==> src/rtl/accelerator_package.sv <==
// Types for the accelerator's Z output path: job parameters, Z store FSM states and
// the store progress counters.
package accelerator_package;

    typedef struct packed {
        logic [31:0] base_addr;
        logic [15:0] y_columns;
        logic [15:0] y_row_iters;
    } Z_param_t;

    typedef enum logic [2:0] {
        ZS_IDLE,
        ZS_SETTLE,
        ZS_WAIT_DATA,
        ZS_ISSUE,
        ZS_WAIT_DONE,
        ZS_FINISH
    } z_store_state_e;

    typedef struct packed {
        logic [15:0] col_block;
        logic [15:0] row;
        logic [31:0] blocks_stored;
    } z_store_status_t;

    // True when the block currently being stored is the final one of the job.
    function automatic logic is_last_block(input z_store_status_t st,
                                           input logic [15:0]     row_iters,
                                           input logic [15:0]     n_rows);
        return (16'(st.col_block + 16'd1) == row_iters) &&
               (16'(st.row + 16'd1) == n_rows);
    endfunction

endpackage

==> src/rtl/hci_package.sv <==
// Streamer control/flag types shared by every HCI source and sink streamer.
package hci_package;

    typedef struct packed {
        logic        req_start;
        logic [31:0] base_addr;
        logic [31:0] tot_len;
        logic [31:0] d0_len;
        logic [31:0] d0_stride;
    } hci_streamer_ctrl_t;

    typedef struct packed {
        logic ready_start;
        logic done;
    } hci_streamer_flags_t;

endpackage

==> src/rtl/z_store_controller_watchdog.sv <==
// Transaction watchdog: counts cycles while a streamer transaction is outstanding and
// flags expiry once the limit is reached.
module store_watchdog #(
    parameter int unsigned TIMEOUT_CYCLES = 1024
) (
    input  logic clk_i,
    input  logic rst_i,
    input  logic restart_i,
    input  logic count_en_i,
    output logic expired_o
);

    localparam logic [15:0] LIMIT = 16'(TIMEOUT_CYCLES - 1);

    logic [15:0] cnt_q, cnt_d;

    always_comb begin
        cnt_d = cnt_q;
        if (restart_i) begin
            cnt_d = '0;
        end else if (count_en_i && (cnt_q != 16'hFFFF)) begin
            cnt_d = cnt_q + 16'd1;
        end
    end

    // NOTE: state registers use non-blocking assignments so every flop samples pre-edge values.
    always_ff @(posedge clk_i) begin
        if (rst_i) begin
            cnt_q <= '0;
        end else begin
            cnt_q <= cnt_d;
        end
    end

    assign expired_o = count_en_i && (cnt_q >= LIMIT);

endmodule

==> src/rtl/z_store_controller.sv <==
// Z store controller: walks the Z blocks of a job, hands each finished accumulator block
// to the sink streamer and advances the Z scheduler once the block is stored.
module z_store_controller
    import accelerator_package::*;
    import hci_package::*;
#(
    parameter int unsigned BW             = 128,
    parameter int unsigned SCHED_LAT      = 2,
    parameter int unsigned TIMEOUT_CYCLES = 1024
) (
    input  logic                clk_i,
    input  logic                rst_i,
    input  logic                clear_i,
    input  logic                start_i,
    input  Z_param_t            params_i,
    input  logic [15:0]         n_rows_i,
    input  hci_streamer_ctrl_t  sched_config_i,
    output logic                sched_working_o,
    output logic                sched_done_o,
    output logic                sched_proceed_o,
    input  logic                acc_valid_i,
    output logic                acc_release_o,
    output hci_streamer_ctrl_t  stream_ctrl_o,
    input  hci_streamer_flags_t stream_flags_i,
    output logic                busy_o,
    output logic                done_o,
    output logic                error_o,
    output logic [31:0]         blocks_stored_o
);

    localparam logic [15:0] SETTLE_LOAD = (SCHED_LAT > 0) ? 16'(SCHED_LAT - 1) : 16'd0;
    localparam logic [31:0] BW_U        = 32'(BW);

    z_store_state_e     state_q, state_d;
    hci_streamer_ctrl_t ctrl_q, ctrl_d;
    z_store_status_t    status_q, status_d;
    logic [15:0]        n_rows_q, n_rows_d;
    logic [15:0]        iters_q, iters_d;
    logic [15:0]        settle_q, settle_d;
    logic               error_q, error_d;
    logic [15:0]        col_next;
    logic               wd_restart;
    logic               wd_expired;
    logic               kill;

    // Z base address and column count are consumed by the scheduler, not by this block.
    logic unused_inputs;
    assign unused_inputs = ^{params_i.base_addr, params_i.y_columns, BW_U[0]};

    assign kill     = rst_i | clear_i;
    assign col_next = status_q.col_block + 16'd1;

    store_watchdog #(
        .TIMEOUT_CYCLES (TIMEOUT_CYCLES)
    ) u_watchdog (
        .clk_i      (clk_i),
        .rst_i      (rst_i),
        .restart_i  (wd_restart),
        .count_en_i ((state_q == ZS_ISSUE) || (state_q == ZS_WAIT_DONE)),
        .expired_o  (wd_expired)
    );

    // NOTE: every variable gets its default first so no path through the case infers a latch.
    always_comb begin
        state_d         = state_q;
        ctrl_d          = ctrl_q;
        status_d        = status_q;
        n_rows_d        = n_rows_q;
        iters_d         = iters_q;
        settle_d        = settle_q;
        error_d         = error_q;
        wd_restart      = 1'b0;
        acc_release_o   = 1'b0;
        sched_proceed_o = 1'b0;

        unique case (state_q)
            ZS_IDLE: begin
                if (start_i) begin
                    n_rows_d = n_rows_i;
                    iters_d  = params_i.y_row_iters;
                    status_d = '0;
                    error_d  = 1'b0;
                    settle_d = SETTLE_LOAD;
                    state_d  = ((n_rows_i == 16'd0) || (params_i.y_row_iters == 16'd0))
                               ? ZS_FINISH : ZS_SETTLE;
                end
            end
            ZS_SETTLE: begin
                if (settle_q == 16'd0) begin
                    state_d = ZS_WAIT_DATA;
                end else begin
                    settle_d = settle_q - 16'd1;
                end
            end
            ZS_WAIT_DATA: begin
                if (acc_valid_i) begin
                    ctrl_d           = sched_config_i;
                    ctrl_d.req_start = 1'b1;
                    wd_restart       = 1'b1;
                    state_d          = ZS_ISSUE;
                end
            end
            ZS_ISSUE: begin
                // Forward progress beats the watchdog when both land in the same cycle.
                if (ctrl_q.req_start && stream_flags_i.ready_start) begin
                    ctrl_d.req_start = 1'b0;
                    state_d          = ZS_WAIT_DONE;
                end else if (wd_expired) begin
                    ctrl_d.req_start = 1'b0;
                    error_d          = 1'b1;
                    state_d          = ZS_IDLE;
                end
            end
            ZS_WAIT_DONE: begin
                if (stream_flags_i.done) begin
                    acc_release_o          = 1'b1;
                    sched_proceed_o        = 1'b1;
                    status_d.blocks_stored = status_q.blocks_stored + 32'd1;
                    settle_d               = SETTLE_LOAD;
                    state_d                = is_last_block(status_q, iters_q, n_rows_q)
                                             ? ZS_FINISH : ZS_SETTLE;
                    if (col_next == iters_q) begin
                        status_d.col_block = '0;
                        status_d.row       = status_q.row + 16'd1;
                    end else begin
                        status_d.col_block = col_next;
                    end
                end else if (wd_expired) begin
                    error_d = 1'b1;
                    state_d = ZS_IDLE;
                end
            end
            ZS_FINISH: begin
                state_d = ZS_IDLE;
            end
            default: begin
                state_d = ZS_IDLE;
            end
        endcase

        if (kill) begin
            state_d         = ZS_IDLE;
            ctrl_d          = '0;
            status_d        = '0;
            n_rows_d        = '0;
            iters_d         = '0;
            settle_d        = '0;
            error_d         = 1'b0;
            wd_restart      = 1'b1;
            acc_release_o   = 1'b0;
            sched_proceed_o = 1'b0;
        end
    end

    always_ff @(posedge clk_i) begin
        if (rst_i) begin
            state_q  <= ZS_IDLE;
            ctrl_q   <= '0;
            status_q <= '0;
            n_rows_q <= '0;
            iters_q  <= '0;
            settle_q <= '0;
            error_q  <= 1'b0;
        end else begin
            state_q  <= state_d;
            ctrl_q   <= ctrl_d;
            status_q <= status_d;
            n_rows_q <= n_rows_d;
            iters_q  <= iters_d;
            settle_q <= settle_d;
            error_q  <= error_d;
        end
    end

    assign stream_ctrl_o   = ctrl_q;
    assign error_o         = error_q;
    assign blocks_stored_o = status_q.blocks_stored;
    assign busy_o          = (state_q != ZS_IDLE);
    assign sched_working_o = (state_q != ZS_IDLE) && (state_q != ZS_FINISH);
    assign done_o          = (state_q == ZS_FINISH) && !kill;
    assign sched_done_o    = (state_q == ZS_FINISH) && !kill;

endmodule

==> config.mk <==
export PLATFORM = sky130hd
export DESIGN_NAME = z_store_controller
export DESIGN_NICKNAME = d
export VERILOG_FILES = /design/src/rtl/accelerator_package.sv /design/src/rtl/hci_package.sv /design/src/rtl/z_store_controller_watchdog.sv /design/src/rtl/z_store_controller.sv
export SDC_FILE = /design/constraint.sdc
export NUM_CORES = 1
export LEC_CHECK = 0
export CORE_MARGIN = 2
export CORE_UTILIZATION = 46
export CTS_CLUSTER_DIAMETER = 200
export CTS_CLUSTER_SIZE = 14
export DETAILED_ROUTE_END_ITERATION = 8
export PLACE_DENSITY = 0.8
export SYNTH_ARGS = -nofsm -noshare
export SYNTH_HDL_FRONTEND = slang
export SYNTH_SLANG_ARGS = --single-unit
==> constraint.sdc <==
create_clock -name clk_i -period 2.9 [get_ports clk_i]
set_input_delay 0.29 -clock clk_i [delete_from_list [all_inputs] [get_ports clk_i]]
set_output_delay 0.29 -clock clk_i [all_outputs]
set_load 0.05 [all_outputs]
After elaboration in Yosys (flattened, before gate mapping)
Cells that the tools add are included.
W data, S select, Z words.
{"block": "word_totals", "output_inout_bits": 168, "inputBits": 216, "word_cells": 100, "regBits": 261}
{"block": "classes", "n_bitwise": 1, "n_mux": 33, "magnitude_cmp": 1, "reduce_logical": 28, "eq_ne": 18, "add_sub_neg": 5}
{"cell": "$mux W129", "n": 1}
{"cell": "$mux W64", "n": 2}
{"cell": "$pmux W64 S2", "n": 1}
{"cell": "$mux W16", "n": 5}
{"cell": "$add A16 B1 Y16 const B", "n": 3}
{"cell": "$logic_not A16 Y1", "n": 3}
{"cell": "$pmux W16 S3", "n": 1}
{"cell": "$add A32 B1 Y32 const B", "n": 1}
{"cell": "$eq A16 B16 Y1", "n": 2}
{"cell": "$mux W3", "n": 8}
{"cell": "$ge A16 B10 Y1 const B", "n": 1}
{"cell": "$ne A16 B16 Y1 const B", "n": 1}
{"cell": "$sub A16 B1 Y16 const B", "n": 1}
{"cell": "$pmux W3 S5", "n": 1}
{"cell": "$ne A2 B2 Y1 const B", "n": 7}
{"cell": "$mux W1", "n": 12}
{"cell": "$reduce_and A4 Y1", "n": 3}
{"cell": "$reduce_and A3 Y1", "n": 3}
{"cell": "$reduce_bool A3 Y1", "n": 3}
{"cell": "$eq A3 B2 Y1 const B", "n": 2}
{"cell": "$eq A3 B3 Y1 const B", "n": 2}
{"cell": "$logic_and A1 B1 Y1", "n": 6}
{"cell": "$reduce_and A2 Y1", "n": 2}
{"cell": "$reduce_bool A2 Y1", "n": 2}
{"cell": "11 further kinds", "n": 13}

Depth between registers and ports, before layout
Gate-level depths: netlist (run 1).
{"block": "depth", "word_depth": 6, "depth_mapped": 11, "mapped_depth_nobuf": 8}

Hierarchy
From an unflattened synthesis (run 1), not the netlist that was laid out.
{"block": "hier_totals", "hier_cells": 1436, "area_unflattened_um2": 11512.3}
{"mod": "z_store_controller", "n_inst": 1, "cells_each": 1339, "area_each_um2": 10626.4, "seq_area_each_um2": 4904.7}
{"mod": "store_watchdog", "n_inst": 1, "cells_each": 97, "area_each_um2": 885.8, "seq_area_each_um2": 320.3}

Least setup slack after synthesis (run 1)
Ideal clock, no wire load.
{"block": "synth_path", "kind": "input-to-output", "startpoint": "input port clear_i", "endpoint": "output port sched_done_o", "t_arrival_ns": 2.828, "n_path_buf": 3, "path_slack_ns": -0.218, "cell_stages": 5, "t_required_ns": 2.610, "cell_sequence": "or2_2 clkbuf_1 clkbuf_1 nor4_1 buf_4"}
{"block": "synth_between", "elab_chain_cells": 3}
{"element": "start, declared", "line_no": "z_store_controller.sv:13", "rtl": "input logic clear_i,"}
{"element": "$or A1 B1 Y1", "line_no": "z_store_controller.sv:50", "rtl": "assign kill = rst_i | clear_i;"}
{"element": "$logic_not A1 Y1"}
{"element": "$logic_and A1 B1 Y1"}
{"element": "end, declared", "line_no": "z_store_controller.sv:19", "rtl": "output logic sched_done_o,"}
Every way passes these cells.

Worst setup path in the final report (run 1)
{"block": "layout_path", "startpoint": "register status_q[53] in the netlist's numbering", "endpoint": "register status_q[38] in the netlist's numbering"}
{"block": "layout_between", "elab_chain_cells": 4}
{"element": "start, declared", "line_no": "z_store_controller.sv:36", "rtl": "z_store_status_t status_q, status_d;"}
{"element": "start signal, assigned", "line_no": "z_store_controller.sv:167", "rtl": "status_q <= status_d;"}
{"element": "$add A16 B1 Y16", "line_no": "z_store_controller.sv:51", "rtl": "assign col_next = status_q.col_block + 16'd1;"}
{"element": "$eq A16 B16 Y1", "line_no": "z_store_controller.sv:122", "rtl": "if (col_next == iters_q) begin"}
{"element": "$ne A2 B1 Y1 (no source line)"}
{"element": "$reduce_and A4 Y1 (no source line)"}
Every way passes these cells.
A chain may end at the register's enable or synchronous reset.

==> flow_summary.ini, run 1 <==
[routing]
drcViolationCount = 0
drtPass1Iterations = 5
drt-initial-drc-count = 815
wl_microns = 34010
antenna_left = 0
via_count = 10973
routed_wire_length_per_instance_microns = 16.51
vias_per_cell = 5.327

[floorplanning]
die_area_sq_um = 26330
initial_core_util = 0.4710
num_rows = 57
ios = 384
coreArea_sq_um = 24460
dieHeight_microns = 162.3
die_w_microns = 162.3

[pwr]
max-vdd-ir-drop_uv = 377.8
power.density_nw_per_um2 = 447.0
total_power_mw = 7.036
p_leak_nw = 5.225

[synth]
synth_flop_cell = dfxtp_1
synth-edff-count = 0
synth_fp_nets = 1668
synth.distinct_cells = 74
synthCells = 1447
synth_seq_cells = 261
ys_seq_area_frac = 0.4535
synth_area_sq_um = 11520
syn_avg_cell_area_sq_um = 7.963
ys_warn_count = 0
synthArstFlopShare = 0

[global_route]
grt_use_total = 0.2467
overflow = 0
grt_pass1_wl_microns = 52830
first_global_vias = 10336
grt_max_degree = 129
antenna_found_initial = 1

[clocking]
worstSkewPairLatency_ns = 0.52
clock-root-buffer = clkbuf_16
clk_pin_slew_ns = 0.08
cts_setup_buffers = 0
cts_tree = done
cts_hold_buf = 0
numCtsBuffers = 22
htree_levels = 1
cts_sinks = 261
clk_path_buf_depth = 3

[critical_path]
crit_path_cell_trace = and4_1 > buf_4 > and3_1 > o311ai_0 > o211a_2 > and4_4 > buf_4 > nand3_2 > o31ai_1
critPathSlowestCell = o311ai_0
cp.buffers_inverters = 2
crit_family = compound AO/OA/AOI/OAI gates
critical_path_class = reg -> reg
crit_path_frequent_cell = buf_4
cp-start-kind = register
critPathArrivalTime_ns = 3.18
required_ns = 3.32
slowest_delay_ns = 0.51
end_kind = register
path_max_fanout = 11

[sta]
hold_viol_final = 0
max_slew_margin = 0.5569
drv_slew = 0
finalSetupViolations = 0
skew_ns = 0.01345
period_minus_slack_ns = 2.760
max_freq_mhz = 362.3
fin_crit_sh = 0.9517
worstMarginPinSlew_ns = 0.6647
tns_ns = 0

[finish]
final_core_util = 0.6434
regArea_sq_um = 5233
nNetsFinal = 1955
layout-drive-gt1-share = 0.06228
fillCellCount = 2050
multi_input_area_sq_um = 5647
syn_to_final_growth_pct = 36.59

[placement]
gp_congestion = 0.9047
port-buffer-count = 334
dpl.hpwl_microns = 24620

[flow_run]
cap_violations = 0

[min_path]
hp-class = in -> reg

[status]
status = finished clean
==> final cells by class <==
cell class / count / area share
tap: 324 / 0.02576
inverter: 22 / 0.005247
clock inverter: 1 / 0.0004770
sequential: 261 / 0.3325
antenna: 2 / 0.0003180
timing repair buffer: 384 / 0.2404
clock buffer: 23 / 0.03657
multi-input combinational: 1043 / 0.3588
==> sequential cells by signal, summed over array words and instances (netlist names) <==
name	count
blocks_stored_o	32
state_q	3
stream_ctrl_o	129
u_watchdog.cnt_q	16
n_rows_q	16
settle_q	16
status_q	32
error_o	1
iters_q	16
==> stage by stage <==
step / cells / worst slack, ns / hold slack, ns / area (sq um)
finish: 2060 / 0.1400 / 0.3193 / 15740
global route: 2058 / -0.0005840 / 0.3056 / 15730
CTS: 2058 / 0.009742 / 0.2998 / 15700
detailed placement: 2034 / 0.02142 / 0.4453 / 15110
global placement: 2034 / 0.1132 / 0.4405 / 15110
floorplan: 1447 / 0.3441 / 0.4260 / 11530
==> final timing paths <==
| path | startpoint | endpoint | slack, ns | cells past startpoint |
|---|---|---|---|---|
| max | status_q[53]$_SDFFE_PP0P_ | status_q[38]$_SDFFE_PP0P_ | 0.14 | 9 |
| min | sched_config_i[119] | stream_ctrl_o[119]$_SDFFE_PP0P_ | 0.32 | 3 |
| max reg2reg | status_q[53]$_SDFFE_PP0P_ | status_q[38]$_SDFFE_PP0P_ | 0.14 | 9 |
| min reg2reg | stream_ctrl_o[36]$_SDFFE_PP0P_ | stream_ctrl_o[36]$_SDFFE_PP0P_ | 0.45 | 2 |
==> cell usage in the layout, fill, tap and decap left out, types with 3 or more instances in the layout <==
master           netlist  final
and3_1                14     14
o41ai_1                4      4
clkbuf_16              0     23
nor2b_1                7      7
dfxtp_1              261    255
nand3_1               32     31
o31ai_1                7      7
dfxtp_2                0      6
or4_1                  4      4
inv_1                 21     21
o211ai_1              10     10
nor4_1                20     19
nand4_1               27     27
o21a_1                 6      6
xnor2_1               48     48
and4_1                 5      3
clkdlybuf4s50_1        0    330
buf_12                 0      6
nor3_1                20     19
nand2_1              380    380
buf_4                 38     48
mux2i_1                5      5
ha_1                   5      5
nor3b_1                6      6
nor2_1                89     87
or3_1                 13     13
xor2_1                46     46
a21oi_1              181    181
o21ai_0               28     28
nor4_2                 2      3
o22ai_1                5      5
a211oi_1               6      6
and2_1                 6      6
o311ai_0               6      6
nand2b_1               5      5
==> cells by family (layout without fill, tap and decap cells) <==
| logic type | Yosys count | in the layout | synth area share |
|---|---|---|---|
| compound gates | 289 | 289 | 0.1489 |
| xor+xnor | 96 | 96 | 0.07547 |
| fa+ha+maj | 5 | 5 | 0.005429 |
| buf+inv | 143 | 430 | 0.06179 |
| flops | 261 | 261 | 0.4535 |
| mux | 5 | 5 | 0.004344 |
| other cells | 0 | 2 | 0 |
| simple gates | 648 | 648 | 0.2506 |
==> worst min-delay path: stages <==
cell and delay [ns]:
clkdlybuf4s50_1 0.39, nand2_1 0.05, a21oi_1 0.05
==> repair_timing <==
action,in CTS,in global routing
resized for setup,1,13
setup endpoints to repair,4,33
pin swaps,0,1
==> Yosys cell counts, types with 5 or more instances <==
| cell | n | share of area |
|---|---|---|
| nor2b_1 | 7 | 0.0038 |
| xnor2_1 | 48 | 0.036 |
| o31ai_1 | 7 | 0.0046 |
| ha_1 | 5 | 0.0054 |
| clkbuf_1 | 67 | 0.022 |
| dfxtp_1 | 261 | 0.45 |
| and4_1 | 5 | 0.0038 |
| xor2_1 | 46 | 0.035 |
| buf_4 | 38 | 0.025 |
| nor3b_1 | 6 | 0.0039 |
| and2_1 | 6 | 0.0033 |
| o21ai_0 | 28 | 0.012 |
| nand3_1 | 32 | 0.014 |
| nor4_1 | 20 | 0.011 |
| nor3_1 | 20 | 0.0087 |
| mux2i_1 | 5 | 0.0043 |
| buf_1 | 5 | 0.0016 |
| a21oi_1 | 181 | 0.079 |
| nand2b_1 | 5 | 0.0027 |
| nor2_1 | 89 | 0.029 |
| o311ai_0 | 6 | 0.0046 |
| nand2_1 | 380 | 0.12 |
| buf_2 | 8 | 0.0035 |
| o22ai_1 | 5 | 0.0027 |
| nand4_1 | 27 | 0.015 |
| and3_1 | 14 | 0.0076 |
| inv_1 | 21 | 0.0068 |
| or3_1 | 13 | 0.0071 |
| o21a_1 | 6 | 0.0039 |
| a211oi_1 | 6 | 0.0039 |
| o211ai_1 | 10 | 0.0065 |
==> layer usage <==
metal  part of all wire  routed length, microns  vias up  track usage
li1                   -                       -     5426            -
met1               0.39                   13170     5107       0.2893
met3              0.081                    2763       50      0.06154
met4              0.027                     906        0      0.07200
met5                  0                       0        -            0
met2               0.50                   17160      390       0.4449
==> where the power goes <==
group          leakage [nW]  internal (mW)  switching (mW)
Sequential             2.11           3.62          0.0306
Combinational          2.83          0.350           0.343
Clock                 0.284           1.40            1.29
Total                  5.22           5.37            1.67
No activity file was read; power rests on OpenSTA's default activity.
==> inputs of run 2 (changes only) <==
--- a/config.mk
+++ b/config.mk
@@ -5,12 +5,13 @@
 export SDC_FILE = /design/constraint.sdc
 export NUM_CORES = 1
 export LEC_CHECK = 0
-export CORE_MARGIN = 2
-export CORE_UTILIZATION = 46
+export CORE_AREA = 2 2 151 153
 export CTS_CLUSTER_DIAMETER = 200
 export CTS_CLUSTER_SIZE = 14
 export DETAILED_ROUTE_END_ITERATION = 8
-export PLACE_DENSITY = 0.8
+export DIE_AREA = 0 0 153 155
+export DONT_BUFFER_PORTS = 1
+export PLACE_DENSITY = 0.67
 export SYNTH_ARGS = -nofsm -noshare
 export SYNTH_HDL_FRONTEND = slang
 export SYNTH_SLANG_ARGS = --single-unit
==> run 2 against run 1 <==
Compared with the run above:
- critical path depth down 4
- routed wire length down 0.18%
- worst setup slack better by 0.062 ns
- count of clock-buffer cells in the layout unchanged
- maximum frequency up 2.3%
- die area down 9.9%
- largest power group unchanged
- global-route usage up 2.7 points
- hold slack worse by 0.26 ns
- clock skew down 0.0017 ns
- utilization down 0.82 points
- critical path type is now reg -> out
- cell count down 9.1%
- first-iteration DRC count down 8.0%
- highest routed layer is now met5
==> flow_summary.ini, run 2 (synthesized netlist as in run 1, its figures left out) <==
[pwr]
p_leak_nw = 4.794
switching_share = 0.2377
clkPwrFrac = 0.385
max-vdd-ir-drop_uv = 466.6
pwr-share-seq = 0.529
power.switching_mw = 1.653
p_int_mw = 5.300
total_power_mw = 6.953
pwr-share-comb = 0.086
power.density_nw_per_um2 = 492.5

[global_route]
grt_use_total = 0.2734
overflow = 0
grt_pass1_wl_microns = 53940
first_global_vias = 10494
grt_max_degree = 79
antenna_found_initial = 2

[critical_path]
path_max_fanout = 13
slowest_delay_ns = 0.56
critical_path_class = reg -> out
rrSetupSlack_ns = 0.24
end_kind = output pin
r2r_start = status_q[49]$_SDFFE_PP0P_
crit_start = state_q[2]$_SDFFE_PP0P_
critPathSlowestCell = dfxtp_1
rr_worst_depth = 8
required_ns = 2.61
cp-start-kind = register
crit_path_cell_trace = nor3b_2 > and2_1 > nand2_2 > clkinv_2 > buf_12
critPathCapture = sched_proceed_o
crit-reg2reg-capture = status_q[38]$_SDFFE_PP0P_
critPathArrivalTime_ns = 2.41

[placement]
dpl.hpwl_microns = 22010
gp_congestion = 0.8999
port-buffer-count = 0
place_inst = 1686
dpl-instance-area_sq_um = 11890

[sta]
finalSetupViolations = 0
hold_viol_final = 0
tns_ns = 0
worstMarginPinSlew_ns = 0.8409
drv_slew = 0
skew_ns = 0.01173
max_slew_margin = 0.4394
fin_crit_sh = 0.9304
period_minus_slack_ns = 2.698
max_freq_mhz = 370.6
rsz0062_at_grt = false

[routing]
drt-initial-drc-count = 750
drcViolationCount = 0
antenna_left = 0
via_count = 10797
routed_wire_length_per_instance_microns = 18.13
drtPass1Iterations = 6
vias_per_cell = 5.768
wl_microns = 33950

[clocking]
htree_levels = 1
cts_tree = done
cts_setup_buffers = 0
cts_sinks = 261
clock-root-buffer = clkbuf_16
numCtsBuffers = 22
worstSkewPairLatency_ns = 0.51
clk_pin_slew_ns = 0.07
clk_path_buf_depth = 3

[floorplanning]
initial_core_util = 0.5184
num_rows = 55
ios = 384
die_area_sq_um = 23720
die_w_microns = 153
dieHeight_microns = 155
coreArea_sq_um = 22230

[finish]
largest_reg_flops = 129
nNetsFinal = 1806
syn_to_final_growth_pct = 22.53
layout-drive-gt1-share = 0.08013
final_cells = 1872
final_core_util = 0.6352
mostFrequentLayoutCell = nand2_1
stdcell_area_sq_um = 14120
layout_common_cells = 379 x nand2_1, 259 x dfxtp_1, 181 x a21oi_1

[min_path]
hp-class = in -> reg

[flow_run]
cap_violations = 0

[status]
status = finished clean
[run 2: changes by cell type in the layout (fill, tap and decap cells not counted), sizes merged]
cell / change
clkdlybuf4s50: -330
buf: +21
dlygate4sd3: +160
[run 2: cell type report]
class,count,area [sq um]
Fill cell,1810,8109
Multi-Input combinational cell,1043,5660
Sequential cell,261,5228
Timing Repair Buffer,235,2202
Clock buffer,23,575.6
Tap cell,285,356.6
Inverter,22,83.83
Clock inverter,1,7.507
Antenna cell,2,5.005
[run 2: worst min path at each step]
stage,start,to,slack [ns],cells past startpoint
after floorplan,params_i[0],iters_q[0]$_SDFFE_PP0P_,0.43,2
after global placement,sched_config_i[28],stream_ctrl_o[28]$_SDFFE_PP0P_,0.43,2
after detailed placement,sched_config_i[100],stream_ctrl_o[100]$_SDFFE_PP0P_,0.43,2
after CTS,stream_flags_i[0],blocks_stored_o[1]$_SDFFE_PP0P_,0.04,3
after global routing,stream_flags_i[0],blocks_stored_o[1]$_SDFFE_PP0P_,0.07,3
final,stream_flags_i[0],blocks_stored_o[1]$_SDFFE_PP0P_,0.06,3
[run 2: what timing repair did]
action	CTS	global route
setup endpoints to repair	2	35
gates resized for setup	1	11
pin swaps	0	0
hold buffers	160	0
hold endpoints to repair	160	0
[run 2: metrics by stage]
| stage | setup WS [ns] | hold WS [ns] |
|---|---|---|
| 3_3_place_gp | 0.1249 | 0.4278 |
| 3_5_place_dp | 0.06115 | 0.4324 |
| 2_1_floorplan | 0.3441 | 0.4260 |
| 5_1_grt | 0.04887 | 0.06967 |
| 4_1_cts | 0.04087 | 0.04038 |
| 6_report | 0.2019 | 0.06129 |
[run 2: layer usage]
metal | routed length (microns) | GRT usage | up-vias
li1 | - | - | 5150
met4 | 1393 | 0.1093 | 2
met5 | 13 | 0 | -
met2 | 16520 | 0.4788 | 462
met3 | 2618 | 0.06184 | 105
met1 | 13400 | 0.3265 | 5078
[run 2: critical path, delay by kind of cell, from the launching register on]
family	cells	cell delay, ns
flip-flops	1	0.56
buffers and inverters	2	0.42
AND/OR/NAND/NOR	3	0.91
[run 2: power groups by stage]
stage               Sequential [mW]  Clock, mW  Combinational, mW
floorplan                      3.75          0              0.309
global placement               3.76          0              0.401
detailed placement             3.76          0              0.406
CTS                            3.68       2.72              0.587
global route                   3.68       2.86              0.656
finish                         3.68       2.68              0.600
==> inputs of run 3 (changes only) <==
--- a/config.mk
+++ b/config.mk
@@ -11,7 +11,7 @@
 export DETAILED_ROUTE_END_ITERATION = 8
 export DIE_AREA = 0 0 153 155
 export DONT_BUFFER_PORTS = 1
-export PLACE_DENSITY = 0.67
+export PLACE_DENSITY = 0.69
 export SYNTH_ARGS = -nofsm -noshare
 export SYNTH_HDL_FRONTEND = slang
 export SYNTH_SLANG_ARGS = --single-unit
==> run 3 against run 2 <==
Compared with the run above:
- first-iteration DRC count rose by 13%
- clock power about the same
- critical path depth grew 1
==> flow_summary.ini, run 3 (synthesized netlist as in run 1, its figures left out) <==
[min_path]
min-delay-start = acc_valid_i
hp-class = in -> reg

[critical_path]
crit_start = state_q[2]$_SDFFE_PP0P_
crit_path_cell_trace = nor3b_2 > and2_1 > nand2_1 > buf_4 > clkinv_1 > buf_4
required_ns = 2.61
end_kind = output pin
critical_path_class = reg -> out
slowest_delay_ns = 0.55
r2r_start = status_q[53]$_SDFFE_PP0P_
path_max_fanout = 21
cp-start-kind = register
crit_path_frequent_cell = buf_4
critPathArrivalTime_ns = 2.45
critPathSlowestCell = dfxtp_1

[flow_run]
cap_violations = 0

[floorplanning]
ios = 384
initial_core_util = 0.5184
dieHeight_microns = 155
die_w_microns = 153
coreArea_sq_um = 22230
die_area_sq_um = 23720
num_rows = 55

[finish]
largest_reg_flops = 129
layout_common_cells = 380 x nand2_1, 257 x dfxtp_1, 181 x a21oi_1
nNetsFinal = 1797
final_cells = 1862
syn_to_final_growth_pct = 22.27
layout-drive-gt1-share = 0.07614
mostFrequentLayoutCell = nand2_1

[pwr]
total_power_mw = 6.950
pwr-share-comb = 0.087
p_int_mw = 5.301
power.density_nw_per_um2 = 493.3
switching_share = 0.2372
pwr-share-seq = 0.529
p_leak_nw = 4.757
clkPwrFrac = 0.384
power.switching_mw = 1.649
max-vdd-ir-drop_uv = 416.0

[routing]
routed_wire_length_per_instance_microns = 18.63
wl_microns = 34700
antenna_left = 0
via_count = 10728
drt-initial-drc-count = 849
drcViolationCount = 0
vias_per_cell = 5.762
drtPass1Iterations = 6

[clocking]
numCtsBuffers = 22
cts_tree = done
cts_sinks = 261
clock-root-buffer = clkbuf_16
clk_path_buf_depth = 3
htree_levels = 1
worstSkewPairLatency_ns = 0.51
clk_pin_slew_ns = 0.07

[sta]
finalSetupViolations = 0
drv_slew = 0
worstMarginPinSlew_ns = 0.6924
max_slew_margin = 0.5341
max_freq_mhz = 364.3
hold_viol_final = 0
period_minus_slack_ns = 2.745
skew_ns = 0.01569
fin_crit_sh = 0.9465

[global_route]
grt_pass1_wl_microns = 54030
first_global_vias = 10343
grt_use_total = 0.2772
grt_max_degree = 129
overflow = 0
antenna_found_initial = 2

[placement]
port-buffer-count = 0
dpl.hpwl_microns = 22050
place_inst = 1677
gp_congestion = 0.8895

[status]
status = finished clean
==> run 3: layout make-up <==
class | count | area, sq um
Tap cell | 285 | 356.6
Sequential cell | 261 | 5230
Clock inverter | 1 | 7.507
Clock buffer | 23 | 575.6
Multi-Input combinational cell | 1043 | 5674
Timing Repair Buffer | 226 | 2160
Inverter | 22 | 82.58
Antenna cell | 1 | 2.502
Fill cell | 1828 | 8139
==> run 3: what timing repair did <==
| action | 4_1_cts | 5_1_grt |
|---|---|---|
| hold buffers | 160 | 0 |
| resized for setup | 0 | 16 |
| endpoints found under the setup margin | 0 | 26 |
| setup buffers | 0 | 0 |
| endpoints found under the hold margin | 160 | 0 |
==> run 3: final timing paths <==
check / end / slack, ns / cells past startpoint
setup reg to reg: status_q[37]$_SDFFE_PP0P_ / 0.19 / 8
hold / removal: stream_ctrl_o[128]$_SDFFE_PP0P_ / 0.05 / 4
hold reg to reg: settle_q[10]$_SDFFE_PP0P_ / 0.47 / 2
setup / recovery: acc_release_o / 0.16 / 6
==> run 3: per-layer routing <==
metal	GRT usage	vias to the layer above	wire length, microns	part of all wire
li1	-	5122	-	-
met1	0.3308	5049	13760	0.40
met2	0.4843	451	16880	0.49
met3	0.05877	104	2352	0.068
met4	0.1204	2	1697	0.049
met5	0	-	13	0.00037
==> run 3: power by group through the flow <==
stage               combinational (mW)  clock, mW  sequential, mW
CTS                              0.591       2.71            3.68
global route                     0.657       2.85            3.68
global placement                 0.402          0            3.76
finish                           0.603       2.67            3.68
floorplan                        0.309          0            3.75
detailed placement               0.408          0            3.76
==> run 3: critical path, delay by kind of cell, from the launching register on <==
kind	cells	cell delay [ns]
and+or+nand+nor	3	0.69
buffers and inverters	3	0.70
DFF	1	0.55
==> run 3: metrics by stage <==
step           hold WS [ns]  area, sq um  setup TNS [ns]    util  setup slack (ns)
2_1_floorplan        0.4260        11530               0       -            0.3441
3_3_place_gp         0.4277        11850               0  0.5330            0.1108
3_5_place_dp         0.4327        11850               0  0.5330           0.03589
4_1_cts             0.03143        14030               0  0.6313           0.02400
5_1_grt             0.05782        14090       -0.001427  0.6338         -0.001427
6_report            0.04826        14090               0  0.6338            0.1550
